File: config.mk
export PLATFORM = sky130hd
export DESIGN_NAME = cint_multiplier
export DESIGN_NICKNAME = d
export VERILOG_FILES = /design/src/rtl/cint_pkg.sv /design/src/rtl/cint_mul_lut.sv /design/src/rtl/cint_multiplier.sv
export SDC_FILE = /design/constraint.sdc
export NUM_CORES = 1
export LEC_CHECK = 0
export BUFFER_PORTS_ARGS = -buffer_cell sky130_fd_sc_hd__clkbuf_2
export CORE_MARGIN = 2
export CORE_UTILIZATION = 25
export DETAILED_ROUTE_END_ITERATION = 16
export PLACE_DENSITY = 0.43
export SLEW_MARGIN = 15
export SYNTH_ARGS = -nofsm -noshare
export SYNTH_HDL_FRONTEND = slang
export SYNTH_SLANG_ARGS = --single-unit
File: constraint.sdc
create_clock -name clk_i -period 3.5 [get_ports clk_i]
set_clock_uncertainty 0.1 [all_clocks]
set_input_delay 1.05 -clock clk_i [delete_from_list [all_inputs] [get_ports clk_i]]
set_output_delay 1.05 -clock clk_i [all_outputs]
set_load 0.01 [all_outputs]
File: src/rtl/cint_pkg.sv
// Shared definitions for the constant-multiplier/divider pair: state encoding,
// derived-width helpers and the (digit, carry) -> digit*C+carry table generator.
package cint_pkg;

   typedef enum logic [1:0] {
      IDLE    = 2'd0,
      WORKING = 2'd1,
      DONE    = 2'd2
   } cint_state_e;

   function automatic int unsigned cint_carry_width(input int unsigned c);
      return $clog2(c + 1);
   endfunction

   function automatic int unsigned cint_num_slice(input int unsigned width, input int unsigned radix);
      return (width + radix - 1) / radix;
   endfunction

   function automatic int unsigned cint_lut_entry(input int unsigned digit, input int unsigned carry,
                                                  input int unsigned c);
      return digit * c + carry;
   endfunction

endpackage

File: src/rtl/cint_mul_lut.sv
// Combinational ROM: {carry, digit} -> {next carry, result digit} for a fixed
// multiplier C. Entries are elaboration-time constants.
module cint_mul_lut
   import cint_pkg::*;
#(
   parameter int unsigned VALUE_MULTIPLIER = 10,
   parameter int unsigned WIDTH_RADIX      = 4,
   parameter int unsigned WIDTH_CARRY      = cint_carry_width(VALUE_MULTIPLIER)
) (
   input  logic [WIDTH_CARRY+WIDTH_RADIX-1:0] addr_i,
   output logic [WIDTH_CARRY+WIDTH_RADIX-1:0] data_o
);

   localparam int unsigned WIDTH_ENTRY = WIDTH_CARRY + WIDTH_RADIX;
   localparam int unsigned DEPTH       = 2 ** WIDTH_ENTRY;

   logic [WIDTH_ENTRY-1:0] rom [DEPTH];

   // digit*C + carry never exceeds WIDTH_ENTRY bits because C < 2^WIDTH_CARRY
   for (genvar i = 0; i < DEPTH; i++) begin : g_rom
      assign rom[i] = WIDTH_ENTRY'(cint_lut_entry(i % (2 ** WIDTH_RADIX), i / (2 ** WIDTH_RADIX),
                                                  VALUE_MULTIPLIER));
   end

   assign data_o = rom[addr_i];

endmodule

File: src/rtl/cint_multiplier.sv
// Sequential constant multiplier: value = quotient*C + remainder, one radix slice
// per cycle LSB first. Define CINT_MUL_OVERFLOW_EN to enable overflow_o.
module cint_multiplier
   import cint_pkg::*;
#(
   parameter int unsigned VALUE_MULTIPLIER = 10,
   parameter int unsigned WIDTH_INPUT      = 32,
   parameter int unsigned WIDTH_RADIX      = 4
) (
   input  logic                   clk_i,
   input  logic                   rst_ni,
   input  logic                   flush_i,
   input  logic                   valid_i,
   input  logic [WIDTH_INPUT-1:0] quotient_i,
   input  logic [WIDTH_INPUT-1:0] remainder_i,
   output logic                   busy_o,
   output logic                   valid_o,
   output logic                   valid_next_o,
   output logic [WIDTH_INPUT-1:0] value_o,
   output logic                   overflow_o
);

   localparam int unsigned WIDTH_CARRY = cint_carry_width(VALUE_MULTIPLIER);
   localparam int unsigned NUM_SLICE   = cint_num_slice(WIDTH_INPUT, WIDTH_RADIX);
   localparam int unsigned WIDTH_RES   = NUM_SLICE * WIDTH_RADIX;
   localparam int unsigned WIDTH_IDX   = (NUM_SLICE > 1) ? $clog2(NUM_SLICE) : 1;
   localparam logic [WIDTH_IDX-1:0] IDX_TOP = WIDTH_IDX'(NUM_SLICE - 1);

   cint_state_e            state_q, state_d;
   logic [WIDTH_RES-1:0]   quot_ext, quot_q, result_q, result_d;
   logic [WIDTH_CARRY-1:0] carry_q, carry_nxt;
   logic [WIDTH_IDX-1:0]   index_q, last_q, last_acc;
   logic [WIDTH_RADIX-1:0] digit, digit_res;
   logic [31:0]            base;
   logic                   accept, finish;
   logic                   unused_rem;

   assign unused_rem = ^remainder_i;
   assign quot_ext   = WIDTH_RES'(quotient_i);
   assign accept     = !flush_i && valid_i && (state_q != WORKING);
   assign finish     = (state_q == WORKING) && (index_q == last_q);
   assign base       = 32'(index_q) * WIDTH_RADIX;
   assign digit      = quot_q[base +: WIDTH_RADIX];

   cint_mul_lut #(
      .VALUE_MULTIPLIER(VALUE_MULTIPLIER),
      .WIDTH_RADIX     (WIDTH_RADIX),
      .WIDTH_CARRY     (WIDTH_CARRY)
   ) u_lut (
      .addr_i({carry_q, digit}),
      .data_o({carry_nxt, digit_res})
   );

   // Highest nonzero slice bounds the work; leading zero slices are skipped.
   always_comb begin
      last_acc = '0;
      for (int i = 0; i < NUM_SLICE; i++) begin
         if (quot_ext[i*WIDTH_RADIX +: WIDTH_RADIX] != '0) last_acc = WIDTH_IDX'(i);
      end
   end

   // Carry is parked in the next slice every cycle; the final one is the top digit.
   always_comb begin
      result_d = result_q;
      result_d[base +: WIDTH_RADIX] = digit_res;
      if (index_q != IDX_TOP) result_d[base + WIDTH_RADIX +: WIDTH_RADIX] = WIDTH_RADIX'(carry_nxt);
   end

   always_comb begin
      state_d = state_q;
      unique case (state_q)
         IDLE:    if (valid_i) state_d = WORKING;
         WORKING: if (index_q == last_q) state_d = DONE;
         DONE:    state_d = valid_i ? WORKING : IDLE;
         default: state_d = IDLE;
      endcase
      if (flush_i) state_d = IDLE;
   end

   always_ff @(posedge clk_i or negedge rst_ni) begin
      if (!rst_ni) state_q <= IDLE;
      else         state_q <= state_d;
   end

   always_ff @(posedge clk_i or negedge rst_ni) begin
      if (!rst_ni) begin
         quot_q   <= '0;
         result_q <= '0;
         carry_q  <= '0;
         index_q  <= '0;
         last_q   <= '0;
      end else if (flush_i) begin
         result_q <= '0;
         carry_q  <= '0;
         index_q  <= '0;
      end else if (accept) begin
         quot_q   <= quot_ext;
         result_q <= '0;
         carry_q  <= remainder_i[WIDTH_CARRY-1:0];
         index_q  <= '0;
         last_q   <= last_acc;
      end else if (state_q == WORKING) begin
         result_q <= result_d;
         carry_q  <= carry_nxt;
         if (!finish) index_q <= index_q + 1'b1;
      end
   end

`ifdef CINT_MUL_OVERFLOW_EN
   logic ovf_q, ovf_d;

   assign ovf_d = ((result_d >> WIDTH_INPUT) != '0) || ((index_q == IDX_TOP) && (carry_nxt != '0));

   always_ff @(posedge clk_i or negedge rst_ni) begin
      if (!rst_ni)                 ovf_q <= 1'b0;
      else if (flush_i || accept)  ovf_q <= 1'b0;
      else if (finish)             ovf_q <= ovf_d;
   end

   assign overflow_o = ovf_q;
`else
   assign overflow_o = 1'b0;
`endif

   assign busy_o       = (state_q == WORKING);
   assign valid_o      = (state_q == DONE);
   assign valid_next_o = finish && !flush_i;
   assign value_o      = result_q[WIDTH_INPUT-1:0];

endmodule

# After elaboration in Yosys (flattened, before gate mapping)
# Memories as Yosys holds them, arrays and structs flattened.
# Index checks and enable logic that the tools add are counted.
# totals
ff_bits,76
mem_bits_ro,2048
in_bits,68
memories,1
# op_classes
addsub,4
order_cmp,1
eq_ne,8
shifts,5
n_mux,27
bitwise,2
reduce_logical,17
# memory_table
memory,words,word_bits,rd,rd_clocked_by_memory_dff,wr,line_no,rtl
(no name shown),256,8,1,0,0,cint_mul_lut.sv:25,assign data_o = rom[addr_i];
# op_table
operator,count
two-way mux 32 bit,4
"variable shift 4 x 34 -> 32 bit, first input constant",2
variable part select 4 x 34 -> 32 bit,2
bitwise mux 32 bit,2
negation 5 -> 34 bit,1
negation 6 -> 34 bit,1
variable part select 32 x 6 -> 4 bit,1
nonzero test 4 bit,7
two-way mux 3 bit,8
two-way mux 8 bit,2
two-way mux 4 bit,3
two-way mux 2 bit,5
">= comparator 9 bit, second input constant",1
"inequality test 3 bit, second input constant",3
inverter 8 -> 9 bit,1
"adder 5 x 3 -> 6 bit, second input constant",1
one-hot mux 2 bit (3 select lines),1
AND reduction 2 bit,3
logical AND 1 bit,4
"adder 3 x 1 -> 3 bit, second input constant",1
equality test 3 bit,1
"inequality test 3 x 2 -> 1 bit, second input constant",1
nonzero test 3 bit,1
"equality test 2 x 1 -> 1 bit, second input constant",1
other kinds (6),7

# Longest topological paths before layout
# logic_depth
depth_word,12
mapped_depth,13
depth_no_buf,11

# By module
# Synthesis repeated with hierarchy kept, for this count alone.
# hier_totals
cells_unflattened,463
area_unflattened_um2,4963.5
# by_module_without_submodules
mod,instances,cells_per_inst,area_each_um2,seq_area_each_um2
cint_multiplier,1,377,4320.4,1901.8
cint_mul_lut,1,86,643.1,0.0

# Least setup slack after synthesis
# No wires, ideal clock.
# synth_path
kind,reg-to-reg
from,register index_q[1]
to,register result_q[23] (netlist: value_o[23])
setup_time_ps,126
arrival_time_ps,3432
t_required_ps,3274
path_slack_ps,-158
path_stages_with_launch,13
n_path_buf,3
synth_period_minus_slack_ps,3658
cell_sequence,dfrtp_1 buf_6 mux4_2 mux2i_1 ha_1 clkbuf_1 inv_1 xnor2_1 o31ai_1 or4_1 and2_1 buf_6 a221o_1
# synth_via
elab_chain_cells,12
word_cells_on_any_way,19
# synth_lines
element,line_no,rtl
start: declaration,cint_multiplier.sv:32,"logic [WIDTH_IDX-1:0] index_q, last_q, last_acc;"
start signal: assignment,cint_multiplier.sv:105,if (!finish) index_q <= index_q + 1'b1;
variable part select 32 x 6 -> 4 bit,cint_multiplier.sv:43,assign digit = quot_q[base +: WIDTH_RADIX];
inverter 8 -> 9 bit (not written as such),cint_mul_lut.sv:25,
memory read (256 x 8 bit),n/a,
two-way mux 8 bit (not written as such) (2 in a row),cint_mul_lut.sv:25,
variable part select 4 x 34 -> 32 bit,cint_multiplier.sv:65,result_d[base +: WIDTH_RADIX] = digit_res;
bitwise mux 32 bit,cint_multiplier.sv:65,
bitwise mux 32 bit,cint_multiplier.sv:66,if (index_q != IDX_TOP) result_d[base + WIDTH_RADIX +: WIDTH_RADIX] = WIDTH_RADIX'(carry_nxt);
two-way mux 32 bit (*),cint_multiplier.sv:66,
two-way mux 32 bit (*),cint_multiplier.sv:102,end else if (state_q == WORKING) begin
two-way mux 32 bit (*),cint_multiplier.sv:96,end else if (accept) begin
two-way mux 32 bit (*),cint_multiplier.sv:92,end else if (flush_i) begin
end signal: assignment,cint_multiplier.sv:103,result_q <= result_d;
end: declaration,cint_multiplier.sv:30,"logic [WIDTH_RES-1:0] quot_ext, quot_q, result_q, result_d;"
# Every way passes the cells marked *; elsewhere a longest branch is shown, timed or not. The select of a mux whose other input is x is not followed.
# A chain may end at the register's enable or synchronous reset.

# Final worst setup path
# layout_path
from,register index_q[1]
to,register result_q[31] (netlist: value_o[31])
# The elaborated chain is that of the path after synthesis.

==> results by stage <==
Synthesis:
- After synthesis, the largest family of logic cells by area is compound AO/OA/AOI/OAI gates.
- The largest total area in the synthesized netlist belongs to dfrtp_1.
- The portion of netlist area occupied by mux cells is about an eighth.
- The register area share after synthesis is 40.6%.
- The fraction of the mapped netlist area in adder cells is roughly 4.5%.
- The per-instance average area after synthesis is ~9.7 um2.
- Counting flops and latches in the post-synthesis netlist gives 76.
- The synthesized netlist devotes approximately 20% of its cell area to compound gates.
- The top cell type by area accounts for between 40% and 50% of the synthesized area.
- Summing the areas of all xor and xnor instances in the mapped netlist gives roughly 1.8% of the synthesized area.
- The primary flip-flop cell chosen by synthesis mapping is dfrtp_1.
- The number of distinct library cells after synthesis is 64.
- In this run, synthesis inferred 0 flip-flops with an integrated enable.
- The post-synthesis cell count is approximately 490.
- The most instantiated library cell after synthesis is dfrtp_1.
- The number of nets in the synthesized netlist is 570.
- For this run, the number of Yosys warnings is 0.
- The commonest cells after synthesis are 76 x dfrtp_1, 60 x nand2_1, 36 x nor2_1, 34 x mux2_2.
- The post-synthesis instance area is roughly 4700 um2.
- Of the total synthesized cell area, the portion taken by AND, OR, NAND and NOR gates is between 15 and 20%.
- After synthesis, the share of flip-flops with an asynchronous set or reset is between 90% and 100%.
- Ranked by total cell area, the synthesized netlist is headed by dfrtp_1 41%, mux2_2 8.2%, nand2_1 4.8%, ha_1 4.5%, mux4_2 3.4%.

STA:
- The final max-slew violation count was 0.
- The total count of hold-check failures in the final report is 0.
- Final hold analysis gives a worst-case slack of between 0.3 and 0.4 ns.
- Setup repair after global routing left no endpoint under its margin.
- Setup violations remaining at the end of the flow were counted as 0.
- The final critical path time including I/O delays and setup is 3.29 ns.
- At the pin with the least slew margin, the transition time is between 0.6 and 0.7 ns.
- The final critical path takes up 94.0% of the cycle.
- Headroom to the max-slew limit came out at between 50% and 60%.
- The achievable clock frequency is approximately 300 MHz.

Run status:
- The flow ran to the end, and the final reports show no timing, DRC or antenna violations.

Die:
- The die covers between 15,000 and 20,000 um2.
- From bottom edge to top edge, the die measures roughly 140 um.
- The count of boundary I/O pins is roughly 100.
- The die is between 100 and 150 um wide.
- The initial utilization of the core area, before any placement, comes to about a quarter.
- The floorplan step defined a core boundary enclosing around 19,000 um2.
- After floorplanning, the core was divided into 50 placement rows.

Hold path:
- The worst hold path class is flop to flop.

Critical path:
- Together, buffers and inverters on the worst path number 1.
- The critical path arrival is 3.41 ns.
- The worst register-to-register path has a setup slack of around 0.21 ns.
- The data required time at the worst endpoint is approximately 3.6 ns.
- The cell count of the worst reg-to-reg path is 9.
- Traced cell by cell, the critical path runs through mux4_2 > mux2i_4 > inv_1 > ha_1 > nand2b_1 > and3_1 > or4_1 > and2_1 > a221o_1.
- The endpoint of the worst setup timing path is value_o[31].
- The slowest stage of the critical path belongs to the cell mux4_2.
- The worst reg2reg path endpoint is value_o[31].
- The startpoint of the worst register-to-register path is index_q[1].
- The launching element type of the critical path is a flop.
- For this run, the slowest stage of the critical path takes ~0.58 ns.
- The critical path depth is 9.
- In this design, the largest share of critical-path delay is due to simple AND/OR/NAND/NOR gates.
- STA classifies the critical path endpoint as a flop.
- The path type of the worst setup path is flop to flop.
- In this run the worst setup path begins at index_q[1].
- The worst-path maximum fanout is 8.

Finish:
- The repair_antennas step left the layout with diodes totalling 0.
- The number of fill cells is 1,974.
- From synthesis to final layout, the design area changed by 24.5%.
- The area occupied by registers is between 1500 and 2000 um2.
- For this run, the post-layout net count is ~660.
- For this run, the number of standard cells in the final layout without fillers is just over 800.
- The fraction of final layout cells sized beyond drive strength 1 is a little under a third.
- The multi-input combinational cell area is about 2600 um2.
- The final instance area is 5830 um2.

Clock tree:
- The number of clock sinks is 76.
- The TritonCTS clock tree is built.
- The clock buffer count from CTS is 9.
- The later pin in the worst-skew pair is clocked with a latency of around 0.34 ns.
- The post-CTS clock slew at the launch and capture registers of the worst setup and hold paths is 0.06 ns.
- The tree is rooted in a clkbuf_16.
- The maximum buffer depth of the clock tree is 2.
- CTS built an H-tree with a depth of 3.

Route:
- The via count is 4,233.
- The routed via count divided by cell count is slightly above 5.
- The number of search-and-repair iterations in the first detailed-routing pass is 7.
- The total DRC errors in the routed layout is 0.
- The final layout contains routed wiring with a total length of about 15,000 um.
- The average wire length per cell after detail routing is 18.2 um.
- In this run, the number of DRC markers left after iteration 0 of detailed routing was 367.
- The count of nets left with antenna violations once routing finished came out at 0.

Global routing:
- The first global-routing pass estimated 23,700 um of wire.
- The global router's overall resource usage is 15.4%.
- The final global-route overflow total is 0.
- The initial antenna violation count came to 0.
- The maximum number of pins on one net before global-route repair is between 40 and 50.
- The via count of the first global-routing pass came to 4,158.

Power:
- In this run the static leakage power is 2.51 nW.
- The worst-case IR drop observed on VDD is 280 uV.
- The power density normalized to cell area is 523 nW/um2.

Placed design:
- Buffers placed on the I/O ports in this run total 74.
- The placed instances occupy a cell area of 5510 um2.
- The number of placed instances, taps included is between 700 and 800.
- After legalization and detailed placement, the total HPWL measured ~11,000 um.
- The congestion estimate from routability-driven global placement came to between 0.8 and 0.9.

Job:
- The number of max-cap violations is 0.
registers in the layout, indices dropped and copies added, names as in the netlist:
signal,count
state_q,2
index_q,3
carry_q,4
last_q,3
quot_q,32
value_o,32
worst min-delay path by stage:
stage,start,endpoint,slack [ns],depth (start not counted)
after detailed placement,value_o[4],value_o[4],0.38,2
after global placement,value_o[3],value_o[3],0.38,1
after CTS,value_o[15],value_o[15],0.40,2
final,value_o[4],value_o[4],0.40,2
after global routing,value_o[1],value_o[1],0.42,1
after floorplan,quot_q[31],quot_q[31],0.37,1
routing by layer:
layer / global-route usage (%) / wire length [um]
met4: 3.84 / 131
met3: 3.77 / 781
met5: 0 / 0
met1: 21.2 / 7060
met2: 24.3 / 6900
where the power goes:
| part | switching [mW] | internal, mW | leakage, nW |
|---|---|---|---|
| Combinational | 0.592 | 0.437 | 1.39 |
| Sequential | 0.0710 | 0.972 | 0.967 |
| Clock | 0.373 | 0.608 | 0.155 |
| Total | 1.04 | 2.02 | 2.51 |
logic make-up after synthesis:
logic type      Yosys count
compound gates          132
xor+xnor                  9
fa+ha+maj                17
buf+inv                  43
flops                    76
mux                      48
other cells               1
simple gates            159
per-stage QoR:
stage | util (%) | power (mW) | worst slack, ns | setup TNS, ns
2_1_floorplan | - | 1.66 | 0.0864 | 0
4_1_cts | 31.5 | 3.09 | 0.143 | 0
6_report | 31.5 | 3.05 | 0.210 | 0
5_1_grt | 31.5 | 3.22 | 0.0111 | 0
3_3_place_gp | 29.7 | 2.08 | -0.00370 | -0.00370
3_5_place_dp | 29.7 | 2.08 | -0.0207 | -0.0207
layout by cell type, fill, tap and decap left out, drive strengths merged, types with 3 or more instances in the layout:
cell type  Yosys  final
nor2          36     36
o21ai         34     34
clkbuf        15     85
mux2          34     34
nor3          10     10
dfrtp         76     76
or3            3      3
o221ai         5      5
a22oi         11     11
a32oi          4      4
a221o          5      5
nand4          4      4
a211oi         8      8
o22a           3      3
nor4           6      6
nand3         20     20
and3           3      3
nand2         60     60
a211o          3      3
o31ai          4      4
o211ai         3      3
ha            17     17
a21oi         16     16
a32o           3      3
xnor2          9      9
buf           13     36
mux4           7      7
inv           15     16
a22o           3      3
nand2b         7      7
nor2b          3      3
o2111ai        4      4
mux2i          7      7
worst reg2reg max path, delay by kind of cell, from the launching register on:
kind	cells	cell delay, ns
AO/OA/AOI/OAI	1	0.36
adder cells (fa/ha/maj)	1	0.19
buffers and inverters	1	0.09
flip-flops	1	0.50
multiplexers	2	0.80
AND/OR/NAND/NOR	4	1.13
repair_timing:
action / 4_1_cts / 5_1_grt
buffers inserted: 0 / 1
hold buffers: 0 / 0
gates resized for setup: 2 / 0
setup endpoints to repair: 4 / 2
cloned: 0 / 0
hold endpoints to repair: 0 / 0
final cells by class:
class	instances	share of cell area, %
Clock buffer	12	4.57
Timing Repair Buffer	109	11.1
Multi-Input combinational cell	366	45.0
Tap cell	234	5.02
Clock inverter	3	0.751
Inverter	15	0.965
Sequential cell	76	32.6
(Power assumes the default switching activity.)
